==> config.mk <==
export PLATFORM = sky130hd
export DESIGN_NAME = c_bit_expand_v5_0
export DESIGN_NICKNAME = d
export VERILOG_FILES = /design/src/rtl/c_bit_expand_v5_0.sv
export SDC_FILE = /design/constraint.sdc
export NUM_CORES = 1
export LEC_CHECK = 0
export ABC_CLOCK_PERIOD_IN_PS = 1430
export BUFFER_PORTS_ARGS = -buffer_cell sky130_fd_sc_hd__clkbuf_2
export CORE_ASPECT_RATIO = 0.8
export CORE_MARGIN = 3
export CORE_UTILIZATION = 30
export CTS_CLUSTER_SIZE = 28
export DETAILED_ROUTE_END_ITERATION = 10
export GPL_TIMING_DRIVEN = 1
export SYNTH_ARGS = -nofsm -noshare
export SYNTH_HDL_FRONTEND = slang
export SYNTH_SLANG_ARGS = --single-unit
==> constraint.sdc <==
create_clock -name CLK -period 1.43 [get_ports CLK]
set_input_delay 0.143 -clock CLK [delete_from_list [all_inputs] [get_ports CLK]]
set_output_delay 0.143 -clock CLK [all_outputs]
set_load 0.02 [all_outputs]
==> src/rtl/c_bit_expand_v5_0.sv <==
// Serial-to-parallel bit expander with per-bit output inversion and a
// double-buffered output stage: a finished word can wait on Q while the next fills.
module c_bit_expand_v5_0 #(
    parameter int              C_OUTPUTS         = 8,
    parameter logic [255:0]    C_OUTPUT_INV_MASK = "",
    parameter int              C_MSB_FIRST       = 0,
    parameter int              C_HAS_CE          = 0
) (
    input  logic                 CLK,
    input  logic                 SCLR,
    input  logic                 CE,
    input  logic                 D,
    input  logic                 ND,
    output logic                 RFD,
    output logic [C_OUTPUTS-1:0] Q,
    output logic                 RDY,
    input  logic                 ACK,
    output logic [5:0]           CNT,
    output logic                 OVF
);

    // Rightmost mask character sits in the lowest byte, so byte k drives bit k.
    function automatic logic [31:0] f_mask(input logic [255:0] s);
        logic [31:0] m;
        m = '0;
        for (int k = 0; k < 32; k++) m[k] = (s[8*k +: 8] == 8'h31);
        return m;
    endfunction

    function automatic logic f_mask_ok(input logic [255:0] s);
        logic ok;
        ok = 1'b1;
        for (int k = 0; k < 32; k++)
            if (!(s[8*k +: 8] inside {8'h00, 8'h30, 8'h31})) ok = 1'b0;
        return ok;
    endfunction

    localparam logic [31:0]          MASK_ALL = f_mask(C_OUTPUT_INV_MASK);
    localparam logic [C_OUTPUTS-1:0] MASK     = MASK_ALL[C_OUTPUTS-1:0];
    localparam logic [5:0]           CNT_LAST = 6'(C_OUTPUTS - 1);
    localparam logic [5:0]           CNT_FULL = 6'(C_OUTPUTS);

    if (!f_mask_ok(C_OUTPUT_INV_MASK) || C_OUTPUTS < 2 || C_OUTPUTS > 32) begin : g_param_err
        $fatal(1, "c_bit_expand_v5_0: illegal C_OUTPUTS or C_OUTPUT_INV_MASK");
    end

    typedef enum logic {ST_FILL = 1'b0, ST_FULL = 1'b1} state_t;

    state_t                 r_state;
    logic [C_OUTPUTS-1:0]   r_a;
    logic [C_OUTPUTS-1:0]   r_q;
    logic                   r_rdy;
    logic [5:0]             r_cnt;
    logic                   r_ovf;

    logic                   w_ce;
    logic                   w_accept;
    logic                   w_last;
    logic                   w_out_free;
    logic [5:0]             w_pos;
    logic [C_OUTPUTS-1:0]   w_a_next;
    logic [C_OUTPUTS-1:0]   w_word;

    assign w_ce       = (C_HAS_CE != 0) ? CE : 1'b1;
    assign w_accept   = w_ce && ND && (r_state == ST_FILL);
    assign w_last     = w_accept && (r_cnt == CNT_LAST);
    assign w_out_free = !r_rdy || ACK;
    assign w_pos      = (C_MSB_FIRST != 0) ? (CNT_LAST - r_cnt) : r_cnt;

    always_comb begin
        w_a_next = r_a;
        for (int i = 0; i < C_OUTPUTS; i++)
            if (w_accept && (w_pos == 6'(i))) w_a_next[i] = D;
    end

    // The incoming last bit is folded in here so a completed word reaches Q in one edge.
    assign w_word = w_a_next ^ MASK;

    always_ff @(posedge CLK) begin
        if (SCLR) begin
            r_state <= ST_FILL;
            r_a     <= '0;
            r_q     <= '0;
            r_rdy   <= 1'b0;
            r_cnt   <= '0;
            r_ovf   <= 1'b0;
        end else if (w_ce) begin
            r_ovf <= ND && (r_state == ST_FULL);
            unique case (r_state)
                ST_FILL: begin
                    if (r_rdy && ACK) r_rdy <= 1'b0;
                    if (w_accept) begin
                        r_a <= w_a_next;
                        if (w_last) begin
                            if (w_out_free) begin
                                r_q   <= w_word;
                                r_rdy <= 1'b1;
                                r_cnt <= '0;
                            end else begin
                                r_cnt   <= CNT_FULL;
                                r_state <= ST_FULL;
                            end
                        end else begin
                            r_cnt <= r_cnt + 6'd1;
                        end
                    end
                end
                ST_FULL: begin
                    if (ACK) begin
                        r_q     <= r_a ^ MASK;
                        r_rdy   <= 1'b1;
                        r_cnt   <= '0;
                        r_state <= ST_FILL;
                    end
                end
                default: r_state <= ST_FILL;
            endcase
        end else begin
            r_ovf <= 1'b0;
        end
    end

    assign RFD = (r_state == ST_FILL) && !SCLR;
    assign Q   = r_q;
    assign RDY = r_rdy;
    assign CNT = r_cnt;
    assign OVF = r_ovf;

endmodule

==> results.tsv <==
metric	value	unit
maxSlewViolCount	0	
gp_congestion	0.806	
cts_sinks	25	
drv_cap	0	
rrSetupSlack	-0.06	ns
yosys_warnings	0	
ys_ff_latch	25	
htreeDepth	1	
ys_seq_area_frac	0.445	
async_reset_ff_frac	0	
critical_path_required	1.62	ns
wl	3.06	mm
worstSetupPathDepth	6	
syn_to_final_growth	41.8	%
cpPeakStageDelay	0.37	ns
synth_area_per_cell	9.37	um2
power	0.00126	W
insertion_delay	0.27	ns
outcome	finished with violations	
critPathMostFrequentCell	buf_6	
peakVddDrop	0.000384	V
core	3520	um2
violations	setup timing	
path_clk_slew	0.09	ns
netlist_area	1120	um2
crit_chain	nor4b_4 -> buf_6 -> buf_6 -> nand3_2 -> mux2i_2 -> a211oi_2	
post_dp_cell_area	1390	um2
port_buffers	21	
final_hold_viol_count	0	
arrival	1.68	ns
worst_r2r_path_depth	6	
fin_crit_sh	1.04	
numCtsBuffers	3	
synth_edf_count	0	
powerDensity	791	nW/um2
crit_type	flip-flop to flip-flop	
cts_tree	built	
ctsRootBufferMaster	clkbuf_8	
drc	0	
hp-class	input port to flip-flop	
nets	170	
drtPass1Iterations	4	
grt_pass1_vias	997	
die_y	60.8	um
cp_max_fo	5	
overflow	0	
rsz0062_at_grt	yes	
num_io_pins	23	
final_antenna_net_count	0	
syn_nets	130	
crit_slowest_cell	dfxtp_4	
p_leak	0.663	nW
std_cell_rows	19	
clock_skew	0.00637	ns
start_util	0.320	
cts.hold.buffers_added	0	
wl_per_cell	15.2	um
dpl.hpwl	1.92	mm
tns	-0.198	ns
finalSetupViolations	7	
setup_ws	-0.0566	ns
num_antenna_cells	0	
mostFrequentLayoutCells	21 x nor2_1, 21 x clkbuf_2, 19 x dfxtp_1	
cts_buffer_depth	2	
dieArea	4520	um2
grt_max_degree	15	
antenna_found_initial	0	
synthFlopType	dfxtp_1	
ys_types	32	
endpoint_kind	flip-flop	
grt_pass1_wl	4.71	mm
grt_usage	0.136	
regToRegStartpoint	CNT[4]$_SDFFE_PP0P_	
reg2reg_to	Q[5]$_SDFFE_PP0P_	
critical_path.startpoint	CNT[4]$_SDFFE_PP0P_	
fillerInstances	347	
whs_path_depth	3	
fmax	0.673	GHz
layout_min_cycle_time	1.49	ns
start_kind	flip-flop	
postLayoutCellArea	1600	um2
path_buf_inv	2	
crit_family	flip-flops	
slew_headroom	0.817	
die_w	74.5	um
endpoint	Q[5]$_SDFFE_PP0P_	
drt_iter0_drc	45	
drive_above_1_share	0.484	
vias_per_cell	5.11	
synthCells	120	
vias	1027	
timing_worst_slew_pin_value	0.274	ns
==> registers in the layout, summed over array words and instances (netlist names) <==
signal,cells
r_a,8
Q,8
RDY,1
r_state,1
OVF,1
CNT,6
==> power breakdown <==
| part | internal [W] | switching [W] | total (W) | leakage [nW] |
|---|---|---|---|---|
| clock | 0.000199 | 0.000221 | 0.000420 | 0.0228 |
| combinational | 0.0000534 | 0.0000817 | 0.000135 | 0.434 |
| sequential | 0.000699 | 0.00000647 | 0.000706 | 0.206 |
==> layer usage <==
metal	GRT usage	wire length [um]	up-vias	share of wire
met1	0.177	1470	495	0.48
met2	0.230	1440	22	0.47
met4	0.0228	25	0	0.0082
met5	0	0	-	0
li1	-	-	506	-
met3	0.0364	125	4	0.041
==> cells by family after synthesis <==
family                     count (synthesis)  share of synthesized area
and+or+nand+nor                           51                      0.222
DFF                                       25                      0.445
AOI/OAI and AO/OA                         20                      0.151
muxes                                     10                     0.0901
buffers and inverters                      9                     0.0389
adders and majority gates                  4                     0.0445
xor gates and xnor gates                   1                    0.00779
==> area by class of cell <==
cell class	instances	area, um2	area share
well taps	42	52.6	0.0329
clock buffers	4	45.0	0.0282
multi-input cells	87	712	0.446
inverters	2	7.51	0.00471
flip-flops and latches	25	515	0.323
repair buffers	41	263	0.165
==> tightest hold or removal path, stage by stage <==
cell and delay (ns):
clkbuf_2 0.10, nand2_1 0.06, nor2_1 0.03
==> worst min-delay path by stage <==
stage,start,slack [ns],end
after global placement,ND,0.38,OVF$_SDFF_PP0_
after global routing,ND,0.13,OVF$_SDFF_PP0_
after CTS,ND,0.10,OVF$_SDFF_PP0_
after detailed placement,ND,0.40,OVF$_SDFF_PP0_
final,ND,0.11,OVF$_SDFF_PP0_
after floorplan,ACK,0.22,r_state$_SDFF_PP0_
==> stage by stage <==
| step | hold WS [ns] | setup WS, ns | instances | util |
|---|---|---|---|---|
| after global routing | 0.127 | -0.119 | 201 | 0.453 |
| after detailed placement | 0.396 | -0.122 | 193 | 0.395 |
| after global placement | 0.383 | -0.0910 | 193 | 0.395 |
| after floorplan | 0.222 | -0.0517 | 120 | - |
| after CTS | 0.103 | -0.0298 | 200 | 0.428 |
| final | 0.109 | -0.0566 | 201 | 0.453 |
==> synth_stat cells, types with 3 or more instances <==
| master | count | area, um2 |
|---|---|---|
| a211oi_1 | 5 | 37.5 |
| a211oi_2 | 3 | 37.5 |
| a21oi_1 | 3 | 15.0 |
| and3_1 | 3 | 18.8 |
| clkbuf_1 | 4 | 15.0 |
| dfxtp_1 | 25 | 500 |
| ha_1 | 4 | 50.1 |
| mux2i_1 | 9 | 90.1 |
| nand2_1 | 6 | 22.5 |
| nand3_1 | 11 | 55.1 |
| nor2_1 | 22 | 82.6 |
==> what timing repair did <==
action / in CTS / in global routing
pin swaps: 6 / 10
setup endpoints to repair: 16 / 19
resized for setup: 9 / 16
buffers inserted: 2 / 1
cloned: 1 / 0
Power figures use the tool's default switching activity.
